<file path="src/rtl/uart_cmd_decoder.sv">
// rtl/uart_cmd_decoder.sv - 8N1 UART receiver and host command frame decoder
//
// Purpose: receives serial bytes, assembles header+payload frames and issues
//          one update strobe per target (A0 = TG, A1 = SPI, A2 = image buffer)
//          alongside a shared cmd bus.
// Ports:
//   clk40M        in   system clock
//   nRst          in   asynchronous active-low reset
//   serialIn      in   asynchronous UART line, idle high
//   cmd[7:0]      out  last accepted payload, held between updates
//   cmdTgUpdate   out  one-cycle strobe, cmd valid for the timing generator
//   cmdSpiUpdate  out  one-cycle strobe, cmd valid for the SPI master
//   cmdImgUpdate  out  one-cycle strobe, cmd valid for the image buffer
//   frameErr      out  one-cycle strobe on any discarded byte or frame
//   busy          out  high while a frame is in progress
// Build option: CMD_CHECKSUM_EN adds a third frame byte equal to header ^ payload.
module uart_cmd_decoder #(
    parameter int unsigned DVSR        = 347,
    parameter int unsigned TIMEOUT_CYC = 40000,
    parameter logic [7:0]  HDR_TG      = 8'hA0,
    parameter logic [7:0]  HDR_SPI     = 8'hA1,
    parameter logic [7:0]  HDR_IMG     = 8'hA2
) (
    input  logic       clk40M,
    input  logic       nRst,
    input  logic       serialIn,
    output logic [7:0] cmd,
    output logic       cmdTgUpdate,
    output logic       cmdSpiUpdate,
    output logic       cmdImgUpdate,
    output logic       frameErr,
    output logic       busy
);
    localparam logic [8:0]  BIT_LAST  = 9'(DVSR - 1);
    localparam logic [8:0]  HALF_LAST = 9'(DVSR / 2 - 1);
    localparam logic [15:0] TO_LAST   = 16'(TIMEOUT_CYC - 1);

    typedef enum logic [1:0] {eIdle, eStart, eData, eStop} rx_state_t;
`ifdef CMD_CHECKSUM_EN
    typedef enum logic [1:0] {eWaitHdr, eWaitPayload, eWaitSum} prs_state_t;
`else
    typedef enum logic [1:0] {eWaitHdr, eWaitPayload} prs_state_t;
`endif

    logic       r_sync1, r_sync2, r_rxPrev;
    rx_state_t  r_rxState, w_rxNext;
    logic [8:0] r_bitTmr;
    logic [2:0] r_bitCnt;
    logic [7:0] r_rxShift;
    logic       r_rxValid, r_rxErr;
    logic       w_tick, w_shiftEn, w_stopOk, w_stopErr, w_fallEdge;

    prs_state_t  r_prsState, w_prsNext;
    logic [1:0]  r_target, w_hdrTgt;
    logic [15:0] r_toCnt;
    logic [7:0]  r_cmd, w_acceptData;
    logic        r_tgUpd, r_spiUpd, r_imgUpd, r_frameErr;
    logic        w_hdrHit, w_hdrOk, w_hdrBad, w_accept, w_sumBad, w_toHit;
`ifdef CMD_CHECKSUM_EN
    logic [7:0]  r_payload, w_hdrByte;
`endif

    // Two-flop synchronizer plus one history flop for start-edge detection.
    always_ff @(posedge clk40M or negedge nRst) begin
        if (!nRst) begin
            r_sync1  <= 1'b1;
            r_sync2  <= 1'b1;
            r_rxPrev <= 1'b1;
        end else begin
            r_sync1  <= serialIn;
            r_sync2  <= r_sync1;
            r_rxPrev <= r_sync2;
        end
    end
    assign w_fallEdge = r_rxPrev & ~r_sync2;

    // Rx FSM: state register
    always_ff @(posedge clk40M or negedge nRst) begin
        if (!nRst) r_rxState <= eIdle;
        else       r_rxState <= w_rxNext;
    end

    // Rx FSM: next state
    always_comb begin
        w_rxNext = r_rxState;
        case (r_rxState)
            eIdle:   if (w_fallEdge) w_rxNext = eStart;
            eStart:  if (w_tick) w_rxNext = r_sync2 ? eIdle : eData;
            eData:   if (w_tick && (r_bitCnt == 3'd7)) w_rxNext = eStop;
            eStop:   if (w_tick) w_rxNext = eIdle;
            default: w_rxNext = eIdle;
        endcase
    end

    // Rx FSM: outputs. The start bit is sampled half a bit in, every later
    // bit one full bit after the previous sample (bit centres).
    always_comb begin
        w_tick = 1'b0;
        case (r_rxState)
            eStart:       w_tick = (r_bitTmr == HALF_LAST);
            eData, eStop: w_tick = (r_bitTmr == BIT_LAST);
            default:      w_tick = 1'b0;
        endcase
        w_shiftEn = (r_rxState == eData) && w_tick;
        w_stopOk  = (r_rxState == eStop) && w_tick && r_sync2;
        w_stopErr = (r_rxState == eStop) && w_tick && !r_sync2;
    end

    // Rx datapath: bit timer, bit counter, shifter, byte/error pulses
    always_ff @(posedge clk40M or negedge nRst) begin
        if (!nRst) begin
            r_bitTmr  <= 9'd0;
            r_bitCnt  <= 3'd0;
            r_rxShift <= 8'h00;
            r_rxValid <= 1'b0;
            r_rxErr   <= 1'b0;
        end else begin
            if (r_rxState == eIdle || w_tick) r_bitTmr <= 9'd0;
            else                              r_bitTmr <= r_bitTmr + 9'd1;
            if (r_rxState == eIdle) r_bitCnt <= 3'd0;
            else if (w_shiftEn)     r_bitCnt <= r_bitCnt + 3'd1;
            if (w_shiftEn) r_rxShift <= {r_sync2, r_rxShift[7:1]};
            r_rxValid <= w_stopOk;
            r_rxErr   <= w_stopErr;
        end
    end

    // Parser FSM: state register
    always_ff @(posedge clk40M or negedge nRst) begin
        if (!nRst) r_prsState <= eWaitHdr;
        else       r_prsState <= w_prsNext;
    end

    // Parser FSM: next state. A byte that arrives in the same cycle as the
    // timeout wins over the timeout.
    always_comb begin
        w_prsNext = r_prsState;
        case (r_prsState)
            eWaitHdr: if (w_hdrOk) w_prsNext = eWaitPayload;
`ifdef CMD_CHECKSUM_EN
            eWaitPayload: begin
                if (r_rxValid)               w_prsNext = eWaitSum;
                else if (r_rxErr || w_toHit) w_prsNext = eWaitHdr;
            end
            eWaitSum: if (r_rxValid || r_rxErr || w_toHit) w_prsNext = eWaitHdr;
`else
            eWaitPayload: if (r_rxValid || r_rxErr || w_toHit) w_prsNext = eWaitHdr;
`endif
            default: w_prsNext = eWaitHdr;
        endcase
    end

    // Parser FSM: outputs
    always_comb begin
        w_hdrHit = 1'b1;
        w_hdrTgt = 2'd0;
        case (r_rxShift)
            HDR_TG:  w_hdrTgt = 2'd0;
            HDR_SPI: w_hdrTgt = 2'd1;
            HDR_IMG: w_hdrTgt = 2'd2;
            default: w_hdrHit = 1'b0;
        endcase
        w_hdrOk  = (r_prsState == eWaitHdr) && r_rxValid && w_hdrHit;
        w_hdrBad = (r_prsState == eWaitHdr) && r_rxValid && !w_hdrHit;
        // Timeout only counts idle line time; r_rxValid/r_rxErr already own this cycle.
        w_toHit  = (r_prsState != eWaitHdr) && (r_rxState == eIdle) &&
                   !r_rxValid && !r_rxErr && (r_toCnt == TO_LAST);
`ifdef CMD_CHECKSUM_EN
        case (r_target)
            2'd0:    w_hdrByte = HDR_TG;
            2'd1:    w_hdrByte = HDR_SPI;
            default: w_hdrByte = HDR_IMG;
        endcase
        w_accept     = (r_prsState == eWaitSum) && r_rxValid && (r_rxShift == (w_hdrByte ^ r_payload));
        w_sumBad     = (r_prsState == eWaitSum) && r_rxValid && (r_rxShift != (w_hdrByte ^ r_payload));
        w_acceptData = r_payload;
`else
        w_accept     = (r_prsState == eWaitPayload) && r_rxValid;
        w_sumBad     = 1'b0;
        w_acceptData = r_rxShift;
`endif
    end

    // Parser datapath: target latch, cmd register, strobes, timeout counter
    always_ff @(posedge clk40M or negedge nRst) begin
        if (!nRst) begin
            r_target   <= 2'd0;
            r_cmd      <= 8'h00;
            r_tgUpd    <= 1'b0;
            r_spiUpd   <= 1'b0;
            r_imgUpd   <= 1'b0;
            r_frameErr <= 1'b0;
            r_toCnt    <= 16'd0;
`ifdef CMD_CHECKSUM_EN
            r_payload  <= 8'h00;
`endif
        end else begin
            if (w_hdrOk)  r_target <= w_hdrTgt;
            if (w_accept) r_cmd    <= w_acceptData;
            r_tgUpd    <= w_accept && (r_target == 2'd0);
            r_spiUpd   <= w_accept && (r_target == 2'd1);
            r_imgUpd   <= w_accept && (r_target == 2'd2);
            // Stop-bit errors come straight from the Rx sample so they land at S+1.
            r_frameErr <= w_stopErr | w_hdrBad | w_sumBad | w_toHit;
            if (r_prsState == eWaitHdr || r_rxValid) r_toCnt <= 16'd0;
            else if (r_rxState == eIdle)             r_toCnt <= r_toCnt + 16'd1;
`ifdef CMD_CHECKSUM_EN
            if (r_prsState == eWaitPayload && r_rxValid) r_payload <= r_rxShift;
`endif
        end
    end

    assign cmd          = r_cmd;
    assign cmdTgUpdate  = r_tgUpd;
    assign cmdSpiUpdate = r_spiUpd;
    assign cmdImgUpdate = r_imgUpd;
    assign frameErr     = r_frameErr;
    assign busy         = (r_prsState != eWaitHdr);
endmodule

</file>
<file path="config.mk">
export PLATFORM = sky130hd
export DESIGN_NAME = uart_cmd_decoder
export DESIGN_NICKNAME = d
export VERILOG_FILES = /design/src/rtl/uart_cmd_decoder.sv
export SDC_FILE = /design/constraint.sdc
export NUM_CORES = 1
export LEC_CHECK = 0
export BUFFER_PORTS_ARGS = -buffer_cell sky130_fd_sc_hd__buf_2
export CAP_MARGIN = 10
export CORE_MARGIN = 5
export CORE_UTILIZATION = 60
export CTS_CLUSTER_DIAMETER = 120
export CTS_CLUSTER_SIZE = 12
export DETAILED_ROUTE_END_ITERATION = 8
export GPL_ROUTABILITY_DRIVEN = 0
export PLACE_DENSITY_LB_ADDON = 0.1
export SYNTH_ARGS = -nofsm -noshare
export SYNTH_HDL_FRONTEND = slang
export SYNTH_SLANG_ARGS = --single-unit
export TNS_END_PERCENT = 30
</file>
<file path="constraint.sdc">
create_clock -name clk40M -period 2.5 [get_ports clk40M]
set_input_delay 0.625 -clock clk40M [delete_from_list [all_inputs] [get_ports clk40M]]
set_output_delay 0.625 -clock clk40M [all_outputs]
set_load 0.05 [all_outputs]
</file>
### Yosys cells after proc, flatten, opt, wreduce, memory -nomap -nowiden

Cells that the tools add are included.

| operators by class | value |
|---|---|
| add/subtract/negate cells | 3 |
| equal/unequal tests | 19 |
| multiplexer cells | 17 |
| bitwise operators | 4 |
| reduce and logical (&&, ||, !) cells | 34 |

Operators with widths:

| operator | count |
|---|---|
| two-way mux 16 bit | 2 |
| == test 8 bit, second input constant | 3 |
| adder 16 x 1 -> 16 bit, second input constant | 1 |
| == test 16 bit, second input constant | 1 |
| logical AND 1 bit | 16 |
| two-way mux 2 bit | 7 |
| != test 2 bit, second input constant | 6 |
| adder 9 x 1 -> 9 bit, second input constant | 1 |
| == test 9 x 8 -> 1 bit, second input constant | 1 |
| == test 9 bit, second input constant | 1 |
| two-way mux 9 bit | 1 |
| one-hot mux 2 bit (2 select lines) | 2 |
| one-hot mux 2 bit (4 select lines) | 1 |
| == test 2 x 1 -> 1 bit, second input constant | 3 |
| == test 2 bit, second input constant | 3 |
| logical NOT 2 bit | 3 |
| two-way mux 3 bit | 2 |
| nonzero test 2 bit | 3 |
| logical NOT 1 bit | 4 |
| logical OR 1 bit | 4 |
| AND reduction 4 bit | 1 |
| adder 3 x 1 -> 3 bit, second input constant | 1 |
| == test 3 bit, second input constant | 1 |
| OR reduction 3 bit | 1 |
| 7 further kinds | 8 |

| word-level totals | value |
|---|---|
| register bits after elaboration | 59 |
| word-level logic and storage cells | 94 |

### Logic depth before layout (Yosys ltp)

Gate-level depths: netlist of run 1.

| depth | value |
|---|---|
| depth in word-level cells | 8 |
| mapped depth | 5 |

### Worst setup path after synthesis of run 1

Ideal clock, no wire load.

| timing path | value |
|---|---|
| path type | register to register |
| start point | reg r_bitTmr[1] |
| end point | reg r_bitTmr[2] |
| arrival time | 1726 ps |
| data required time | 2379 ps |
| path slack | 652 ps |
| cell stages (with the launch flop) | 5 |
| path through | dfrtp_1 or4b_2 o41ai_1 mux2_2 nor2_1 |

| between the ends | value |
|---|---|
| longest elaborated chain between the ends | 4 |
| elaborated cells on any way between the ends | 6 |
| classes of those cells | add/sub (1); eq/ne (2); mux (2); reduce/logical (1) |

RTL lines:

| what | RTL line | RTL |
|---|---|---|
| from (decl) | 47 | `logic [8:0] r_bitTmr;` |
| from (signal assigned) | 119 | `else r_bitTmr <= r_bitTmr + 9'd1;` |
| branches (longest 3 deep; another with adder 9 x 1 -> 9 bit) | - |  |
| two-way mux 9 bit (*) | 118 | `if (r_rxState == eIdle \|\| w_tick) r_bitTmr <= 9'd0;` |

Every way passes the cells marked *.
A chain may end at the register's enable or synchronous reset.

### Final worst setup path of run 1

| timing path | value |
|---|---|
| start point | reg r_bitTmr[1] |
| end point | reg r_bitTmr[6] |

The elaborated chain is that of the path after synthesis.

==> metrics.md, run 1 <==
| Metric | Value |
|---|---|
| Outcome | finished, final reports clean |
| Part of the power in the clock network | 42.9% |
| Fraction of layout instances using a drive strength above 1 | 24.6% |
| Internal power consumption | 0.00167 W |
| Final period utilization | 79.6% |
| Register clock-pin slew on the reported worst setup and hold paths | 0.06 ns |
| Floorplan die area | 5810 µm² |
| Number of nets in the final layout | 262 |
| Initial antenna violation count | 0 |
| Critical path's slowest cell | sky130_fd_sc_hd__or4b_2 |
| First-pass GRT wire length | 8.14 mm |
| Class of the worst hold path | input port to asynchronous set/reset pin |
| Combinational share of power | 8.6% |
| Number of distinct library cell variants in the gate-level netlist after synthesis | 40 |
| Global-route usage over all layers | 17.3% |
| Async set-or-reset flop fraction in the synthesized netlist | 100% |
| Net count after synthesis | 238 |
| Number of buffers on the longest clock path | 2 |
| CTS tree | built |
| Most used flip-flop cell after synthesis | sky130_fd_sc_hd__dfrtp_1 |
| Maximum number of pins on one net before global-route repair | 26 |
| Setup TNS | 0 ns |
| Post-cts resize count | 0 |
| I/O pin count | 16 |
| Pwr per Cell Area | 737 nW/µm² |
| Delay of the slowest critical-path stage | 0.71 ns |
| Area of the mapped netlist | 2630 µm² |
| Clock latency of the later-clocked register in the worst-skew pair | 0.33 ns |
| Post-Syn Area per Cell | 11.4 µm² |
| Area fraction of the dominant cell type after synthesis | 52.3% |
| Final global-route overflow total | 0 |
| Per-cell routed wire length | 14.3 µm |
| Detailed-routing iteration count for the pre-antenna-repair pass | 4 |
| Leakage power | 1.36 nW |
| Area added between synthesis and finish | 13.6% |
| Starting utilization of the core area | 61.3% |
| Worst Clk Skew | 0.00756 ns |
| Data arrival time of the critical path | 2.20 ns |
| Max frequency | 503 MHz |
| Count of flip-flops with a built-in enable after synthesis | 0 |
| Post-synthesis register bit count | 58 |
| Switching power of the nets | 0.000536 W |
| Vias | 1769 |
| Final critical-path required period | 1.99 ns |
| Count of maximum capacitance violations | 0 |
| Switching share of power | 24.3% |
| RSZ-0062 raised after global routing | no |
| # port buffers | 15 |
| CTS buffer count | 9 |
| Area of the placeable core | 4290 µm² |
| Hold Fails Final Rpt | 0 |
| # clock sinks | 58 |
| Worst-case hold slack | 0.270 ns |
| Relative slew margins | 60.9% |
| Number of buffers and inverters on the critical path | 0 |
| Register area share after synthesis | 55.3% |
| Post-CTS repair timing setup buffer count | 0 |
| Post-detailed-placement half-perimeter wirelength | 3.10 mm |
| Kind of start point of the critical path | flip-flop |
| Leading cell types by total area after synthesis | sky130_fd_sc_hd__dfrtp_1, sky130_fd_sc_hd__mux2_2, sky130_fd_sc_hd__nor2_1, sky130_fd_sc_hd__xnor2_1, sky130_fd_sc_hd__dfstp_2 |
| Fin. max-slew vios | 0 |
| Worst IR drop on VDD | 0.581 mV |
| Critical path capture point type | flip-flop |
| Die Ht | 76.2 µm |
| Cell count after synthesis | 231 |
| Maximum level of the CTS H-tree | 3 |
| Cell family contributing the most delay on the critical path | simple AND/OR/NAND/NOR gates |
| First DRT Iteration DRCs | 84 |
| Worst Path Class, Setup | flip-flop to flip-flop |
| CP Data Required Time | 2.71 ns |
| CTS Root Buffer Type | sky130_fd_sc_hd__clkbuf_8 |
| Sequential power share | 48.5% |
| Site row count | 24 |
| Number of global-route vias before repair | 1806 |
| Top cell type by total area after synthesis | sky130_fd_sc_hd__dfrtp_1 |
| List of cells traversed by the critical path | or4b_2 > o41ai_1 > mux2_2 > nor2_1 |
| Fill cell instance count of the final layout | 328 |
| # diodes | 0 |
| DRC violations left | 0 |
| Biggest fanout along the worst timing path | 9 |
| Floorplan die width | 76.2 µm |
| Final setup violation count | 0 |
| Number of vias per cell after detailed routing | 5.67 |
| Total detailed-routing wirelength | 4.46 mm |
| Number of nets with antenna violations after detailed routing | 0 |
| Yosys Warn Count | 0 |
| Hold Buf Count CTS | 0 |
| Least-Margin Pin Slew | 0.584 ns |
[Yosys cell counts (2+ instances only)]
cell	instances
sky130_fd_sc_hd__o21ai_0	2
sky130_fd_sc_hd__nor2_1	29
sky130_fd_sc_hd__a311oi_1	2
sky130_fd_sc_hd__a21oi_1	6
sky130_fd_sc_hd__o31ai_1	5
sky130_fd_sc_hd__mux2_2	20
sky130_fd_sc_hd__a31oi_1	4
sky130_fd_sc_hd__nor3_1	5
sky130_fd_sc_hd__nor3b_1	4
sky130_fd_sc_hd__nand4_1	5
sky130_fd_sc_hd__clkbuf_1	4
sky130_fd_sc_hd__nor2b_1	4
sky130_fd_sc_hd__or4_1	3
sky130_fd_sc_hd__and2_1	2
sky130_fd_sc_hd__nand3_1	8
sky130_fd_sc_hd__xor2_1	8
sky130_fd_sc_hd__dfstp_2	3
sky130_fd_sc_hd__nor4_1	3
sky130_fd_sc_hd__and4bb_2	3
sky130_fd_sc_hd__and4_1	2
sky130_fd_sc_hd__a21o_1	2
sky130_fd_sc_hd__inv_1	4
sky130_fd_sc_hd__o22a_1	2
sky130_fd_sc_hd__nand2_1	16
sky130_fd_sc_hd__dfrtp_1	55
sky130_fd_sc_hd__ha_1	4
sky130_fd_sc_hd__and3_1	4
sky130_fd_sc_hd__xnor2_1	10
[cell families after synthesis]
kind of cell               count (synthesis)  share of synthesized area (%)
buffers and inverters                     10                           1.76
xor gates and xnor gates                  18                           5.99
muxes                                     20                           8.56
and+or+nand+nor                           97                           20.4
DFF                                       58                           55.3
AOI/OAI and AO/OA                         24                           6.13
adders and majority gates                  4                           1.90
[final cells by class]
type / count / area [µm²] / share of cell area (%)
tap: 52 / 65.1 / 2.18
inverter: 4 / 15.0 / 0.502
multi-input combinational: 163 / 1130 / 37.8
clock buffer: 11 / 141 / 4.73
sequential: 58 / 1460 / 48.7
clock inverter: 5 / 77.6 / 2.59
timing repair buffer: 19 / 105 / 3.51
[worst register-to-register path, cell delays in order (launching register included)]
cell	delay (ns)
sky130_fd_sc_hd__dfrtp_1	0.41
sky130_fd_sc_hd__or4b_2	0.71
sky130_fd_sc_hd__o41ai_1	0.36
sky130_fd_sc_hd__mux2_2	0.32
sky130_fd_sc_hd__nor2_1	0.07
[cell usage in the layout (no fill, tap or decap), drive strengths merged, types with 2 or more instances in the layout]
| master | synthesis | routed |
|---|---|---|
| o22a | 2 | 2 |
| a21oi | 6 | 6 |
| and2 | 2 | 2 |
| nor3 | 5 | 5 |
| nor3b | 4 | 4 |
| nand4 | 5 | 5 |
| nor4 | 3 | 3 |
| buf | 2 | 19 |
| clkbuf | 4 | 11 |
| and4bb | 3 | 3 |
| or4 | 3 | 3 |
| dfstp | 3 | 3 |
| dfrtp | 55 | 55 |
| nand2 | 16 | 16 |
| a31oi | 4 | 4 |
| a21o | 2 | 2 |
| clkinv | 0 | 2 |
| and3 | 4 | 4 |
| xor2 | 8 | 8 |
| nand3 | 8 | 8 |
| a311oi | 2 | 2 |
| ha | 4 | 4 |
| nor2b | 4 | 4 |
| o21ai | 2 | 2 |
| xnor2 | 10 | 10 |
| bufinv | 0 | 2 |
| nor2 | 29 | 29 |
| and4 | 2 | 2 |
| mux2 | 20 | 20 |
| o31ai | 5 | 5 |
| inv | 4 | 4 |
[layer usage]
metal / vias to the layer above / GRT usage, % / part of all wire (%)
li1: 875 / - / -
met3: 6 / 4.61 / 3.1
met4: 0 / 9.79 / 1.5
met1: 869 / 22.1 / 47
met2: 19 / 26.5 / 48
met5: - / 0 / 0
[flip-flops by register name, summed over array words and instances (netlist names), 2 cells and up, named ones only]
signal / count
r_bitTmr: 9
r_rxShift: 8
r_target: 2
r_toCnt: 16
r_bitCnt: 3
cmd: 8
[final timing paths]
check	startpoint	end	slack, ns	depth (start not counted)
max in group asynchronous	nRst	r_sync2	1.54	2
hold reg to reg	r_sync1	r_sync2	0.36	0
setup reg to reg	r_bitTmr[1]	r_bitTmr[6]	0.51	4
min in group clk40M	r_sync1	r_sync2	0.36	0
setup / recovery	r_bitTmr[1]	r_bitTmr[6]	0.51	4
hold / removal	nRst	cmdImgUpdate	0.27	1
[stage by stage]
| step | instance area, µm² | total power (W) | utilization, % | worst slack, ns | instances |
|---|---|---|---|---|---|
| floorplan | 2630 | 0.00121 | - | 0.652 | 231 |
| global placement | 2770 | 0.00127 | 64.5 | 0.574 | 296 |
| detailed placement | 2770 | 0.00127 | 64.5 | 0.505 | 296 |
| CTS | 2990 | 0.00223 | 69.6 | 0.493 | 312 |
| global route | 2990 | 0.00233 | 69.6 | 0.429 | 312 |
| finish | 2990 | 0.00221 | 69.6 | 0.510 | 312 |
[power groups by stage]
stage                     combinational [W]  clock (W)  sequential [W]
after floorplan                    0.000142          0         0.00107
after global placement             0.000185          0         0.00108
after detailed placement           0.000186          0         0.00109
after CTS                          0.000192   0.000970         0.00107
after global routing               0.000223    0.00103         0.00108
final                              0.000190   0.000945         0.00107
Power figures use the tool's default switching activity.
==> run 2: changes to the inputs <==
--- a/config.mk
+++ b/config.mk
@@ -5,6 +5,7 @@
 export SDC_FILE = /design/constraint.sdc
 export NUM_CORES = 1
 export LEC_CHECK = 0
+export ABC_AREA = 1
 export BUFFER_PORTS_ARGS = -buffer_cell sky130_fd_sc_hd__buf_2
 export CAP_MARGIN = 10
 export CORE_MARGIN = 5
==> constraint.sdc (replaced) <==
create_clock -name clk40M -period 2.1 [get_ports clk40M]
set_input_delay 0.525 -clock clk40M [delete_from_list [all_inputs] [get_ports clk40M]]
set_output_delay 0.525 -clock clk40M [all_outputs]
set_load 0.05 [all_outputs]
==> metrics.md, run 2 <==
| Metric | Value |
|---|---|
| Outcome | finished, final reports clean |
| Site row count | 25 (+4.2%) |
| Post-synthesis register bit count | 58 (unchanged) |
| Detailed-routing iteration count for the pre-antenna-repair pass | 5 (+1) |
| First-pass GRT wire length | 9.78 mm (+20%) |
| Worst IR drop on VDD | 0.714 mV (+23%) |
| Total detailed-routing wirelength | 5.42 mm (+22%) |
| Number of vias per cell after detailed routing | 5.30 (-6.5%) |
| Class of the worst hold path | input port to asynchronous set/reset pin |
| Relative slew margins | 65.0% (+4.1 points) |
| Count of maximum capacitance violations | 0 (unchanged) |
| Multi-input gate area | 1180 µm² (+4.0%) |
| # port buffers | 15 (unchanged) |
| Clock latency of the later-clocked register in the worst-skew pair | 0.34 ns (about the same) |
| Final setup violation count | 0 (unchanged) |
| RR Startpoint | r_toCnt[0] |
| First DRT Iteration DRCs | 148 (+76%) |
| Worst slack at placement | 0.624 ns (+0.119 ns) |
| Area of the mapped netlist | 2830 µm² (+7.5%) |
| Largest registers | r_toCnt: 16 flops, r_bitTmr: 9 flops |
| Number of nets in the final layout | 370 (+41%) |
| Final critical-path required period | 1.53 ns (-0.465 ns) |
| Number of buffers on the longest clock path | 2 (unchanged) |
| Post-synthesis share of cell area spent on and, or, nand and nor gates | 29.0% (+8.6 points) |
| Number of global-route vias before repair | 2213 (+23%) |
| Most repeated cell in the gate-level netlist after synthesis | sky130_fd_sc_hd__nand2_1 |
| Kind of start point of the critical path | flip-flop |
| Endpoint of the worst-slack reg-to-reg timing path | r_toCnt[10] |
| Setup TNS | 0 ns (unchanged) |
| Fill cell instance count of the final layout | 367 (+12%) |
| Largest register FFs | 16 (unchanged) |
| Leading cell types in the layout, fill and taps excluded | sky130_fd_sc_hd__nand2_1, sky130_fd_sc_hd__dfrtp_1, sky130_fd_sc_hd__nor2_1 |
| Critical path capture point type | flip-flop |
| Ranking of synthesized cells by instance count | sky130_fd_sc_hd__nand2_1, sky130_fd_sc_hd__dfrtp_1, sky130_fd_sc_hd__nor2_1, sky130_fd_sc_hd__inv_1, sky130_fd_sc_hd__o21ai_0 |
| Delay of the slowest critical-path stage | 0.44 ns (-0.27 ns) |
| Starting utilization of the core area | 60.7% (-0.61 points) |
| Die Ht | 78.7 µm (+3.2%) |
| # diodes | 0 (unchanged) |
| CP Data Required Time | 2.37 ns (-0.34 ns) |
| Floorplan die width | 78.7 µm (+3.2%) |
| Count of flip-flops with a built-in enable after synthesis | 0 (unchanged) |
| Register clock-pin slew on the reported worst setup and hold paths | 0.07 ns (about the same) |
| Worst r2r path cells | 7 (+3) |
| Initial antenna violation count | 0 (unchanged) |
| I/O pin count | 16 (unchanged) |
| Most Frequent Cell on Critical Path | sky130_fd_sc_hd__nand2_1 |
| Worst Clk Skew | 0.0124 ns (+0.00483 ns) |
| Global-route usage over all layers | 20.4% (+3.2 points) |
| Yosys Warn Count | 0 (unchanged) |
| Hold Fails Final Rpt | 0 (unchanged) |
| Total instance count after detailed placement | 406 (+37%) |
| Fraction of layout instances using a drive strength above 1 | 17.4% (-7.2 points) |
| Final period utilization | 72.6% (-7.0 points) |
| Least-Margin Pin Slew | 0.524 ns (-0.0607 ns) |
| Multiplexer share of the synthesized area | 0% (-8.6 points) |
| Most used flip-flop cell after synthesis | sky130_fd_sc_hd__dfrtp_1 |
| PnR Total Power | 0.00298 W (+35%) |
| Number of distinct library cell variants in the gate-level netlist after synthesis | 34 (-15%) |
| Number of nets with antenna violations after detailed routing | 0 (unchanged) |
| Setup slack of the most critical reg-to-reg path | 0.57 ns (+0.06 ns) |
| Share of synthesized cell area in full adder, half adder and majority cells | 1.77% (-0.13 points) |
| Leakage power | 1.52 nW (+12%) |
| Data arrival time of the critical path | 1.79 ns (-0.41 ns) |
| Max frequency | 656 MHz (+30%) |
| Post-Syn Area per Cell | 8.37 µm² (-27%) |
| Maximum level of the CTS H-tree | 3 (unchanged) |
| Worst Setup Slack, final | 0.575 ns (+0.0649 ns) |
| Area share of xor/xnor cells in the synthesized design | 1.24% (-4.8 points) |
| RSZ-0062 raised after global routing | no |
| # clock sinks | 58 (unchanged) |
| Maximum number of pins on one net before global-route repair | 59 (+130%) |
| Area added between synthesis and finish | 13.6% (about the same) |
| Fin. max-slew vios | 0 (unchanged) |
| Pwr per Cell Area | 926 nW/µm² (+26%) |
| Largest family of logic cells by synthesized area | simple AND/OR/NAND/NOR gates |
| Floorplan die area | 6190 µm² (+6.5%) |
| Biggest fanout along the worst timing path | 6 (-3) |
| Post-detailed-placement half-perimeter wirelength | 3.75 mm (+21%) |
| Post-cts resize count | 0 (unchanged) |
| Net count after synthesis | 345 (+45%) |
| Register ranked first by flip-flop count | r_toCnt |
| Most common cell after layout, fill and taps aside | sky130_fd_sc_hd__nand2_1 |
| Final global-route overflow total | 0 (unchanged) |
| Vias | 2237 (+26%) |
| Final std cells w/o fill | 422 (+35%) |
| Async set-or-reset flop fraction in the synthesized netlist | 100% (unchanged) |
| Worst Path Class, Setup | flip-flop to flip-flop |
| List of cells traversed by the critical path | ha_1 > inv_1 > nor3_4 > nand4_1 > nand2_1 > nand2_1 > nor2_1 |
| FF+latch area | 1460 µm² (unchanged) |
| Compound-Gate Fraction of Synth Area | 9.55% (+3.4 points) |
| Post-CTS repair timing setup buffer count | 0 (unchanged) |
| Register area share after synthesis | 51.4% (-3.8 points) |
| Hold Buf Count CTS | 0 (unchanged) |
| Area fraction of the dominant cell type after synthesis | 48.7% (-3.6 points) |
| Cell count after synthesis | 338 (+46%) |
| Leading cell types by total area after synthesis | sky130_fd_sc_hd__dfrtp_1, sky130_fd_sc_hd__nand2_1, sky130_fd_sc_hd__nor2_1, sky130_fd_sc_hd__inv_1, sky130_fd_sc_hd__nand4_1 |
| CTS Root Buffer Type | sky130_fd_sc_hd__clkbuf_8 |
| Critical path's slowest cell | sky130_fd_sc_hd__dfrtp_1 |
| CTS tree | built |
| Area of the placeable core | 4660 µm² (+8.5%) |
| DRC violations left | 0 (unchanged) |
| CTS buffer count | 9 (unchanged) |
| Top cell type by total area after synthesis | sky130_fd_sc_hd__dfrtp_1 |
| Per-cell routed wire length | 12.9 µm (-10%) |
-- run 2: cell types whose count changed after synthesis, sizes merged, moves of 5 or more --
| cell | before | now |
|---|---|---|
| o31ai | 5 | 0 |
| o21ai | 2 | 32 |
| nand2 | 16 | 86 |
| nand3 | 8 | 16 |
| xor2 | 8 | 2 |
| nor3 | 5 | 10 |
| mux2 | 20 | 0 |
| inv | 4 | 45 |
| xnor2 | 10 | 2 |
| nand4 | 5 | 15 |
| nor2 | 29 | 49 |
-- run 2: metal layers --
metal / GRT usage [%] / share of wire, % / vias to the layer above
met5: 0 / 0 / -
met4: 11.2 / 2.2 / 0
met3: 3.90 / 3.7 / 10
met2: 32.5 / 47 / 43
met1: 26.3 / 47 / 1049
li1: - / - / 1135
-- run 2: critical path: cells and delay by family, from the launching register on --
family | cells | cell delay (ns)
adder cells (fa/ha/maj) | 1 | 0.24
buffers and inverters | 1 | 0.09
flip-flops | 1 | 0.44
AND/OR/NAND/NOR | 5 | 0.67
-- run 2: cells by family after synthesis --
group                    after synthesis
XOR/XNOR                               4
buffers and inverters                 49
AND/OR/NAND/NOR                      179
AO/OA/AOI/OAI                         44
flip-flops                            58
adder cells (fa/ha/maj)                4
-- run 2: worst max path at each step --
stage,from,to,slack (ns),depth (start not counted)
finish,r_toCnt[0],r_toCnt[10],0.57,7
detailed placement,r_bitTmr[2],r_rxShift[3],0.62,6
global route,r_toCnt[0],r_toCnt[10],0.42,6
CTS,r_prsState[0],busy,0.57,1
floorplan,r_prsState[0],r_toCnt[13],0.51,7
global placement,r_toCnt[0],r_toCnt[10],0.63,6
-- run 2: area by class of cell --
class	count	share of cell area (%)
flip-flops and latches	58	45.3
clock buffers	11	4.09
well taps	54	2.10
clock inverters	5	3.19
multi-input cells	231	36.6
repair buffers	17	3.19
inverters	46	5.53
-- run 2: per-stage QoR --
stage          instance area, µm²  utilization, %  hold slack, ns
2_1_floorplan                2830               -           0.229
3_3_place_gp                 2980            63.9           0.345
3_5_place_dp                 2980            63.9           0.347
4_1_cts                      3210            68.9           0.181
5_1_grt                      3210            68.9           0.195
6_report                     3210            68.9           0.175
-- run 2: power by group --
| group | internal [W] | total [W] | switching, W |
|---|---|---|---|
| logic | 0.000152 | 0.000439 | 0.000287 |
| registers | 0.00121 | 0.00131 | 0.0000921 |
| clock network | 0.000787 | 0.00123 | 0.000444 |
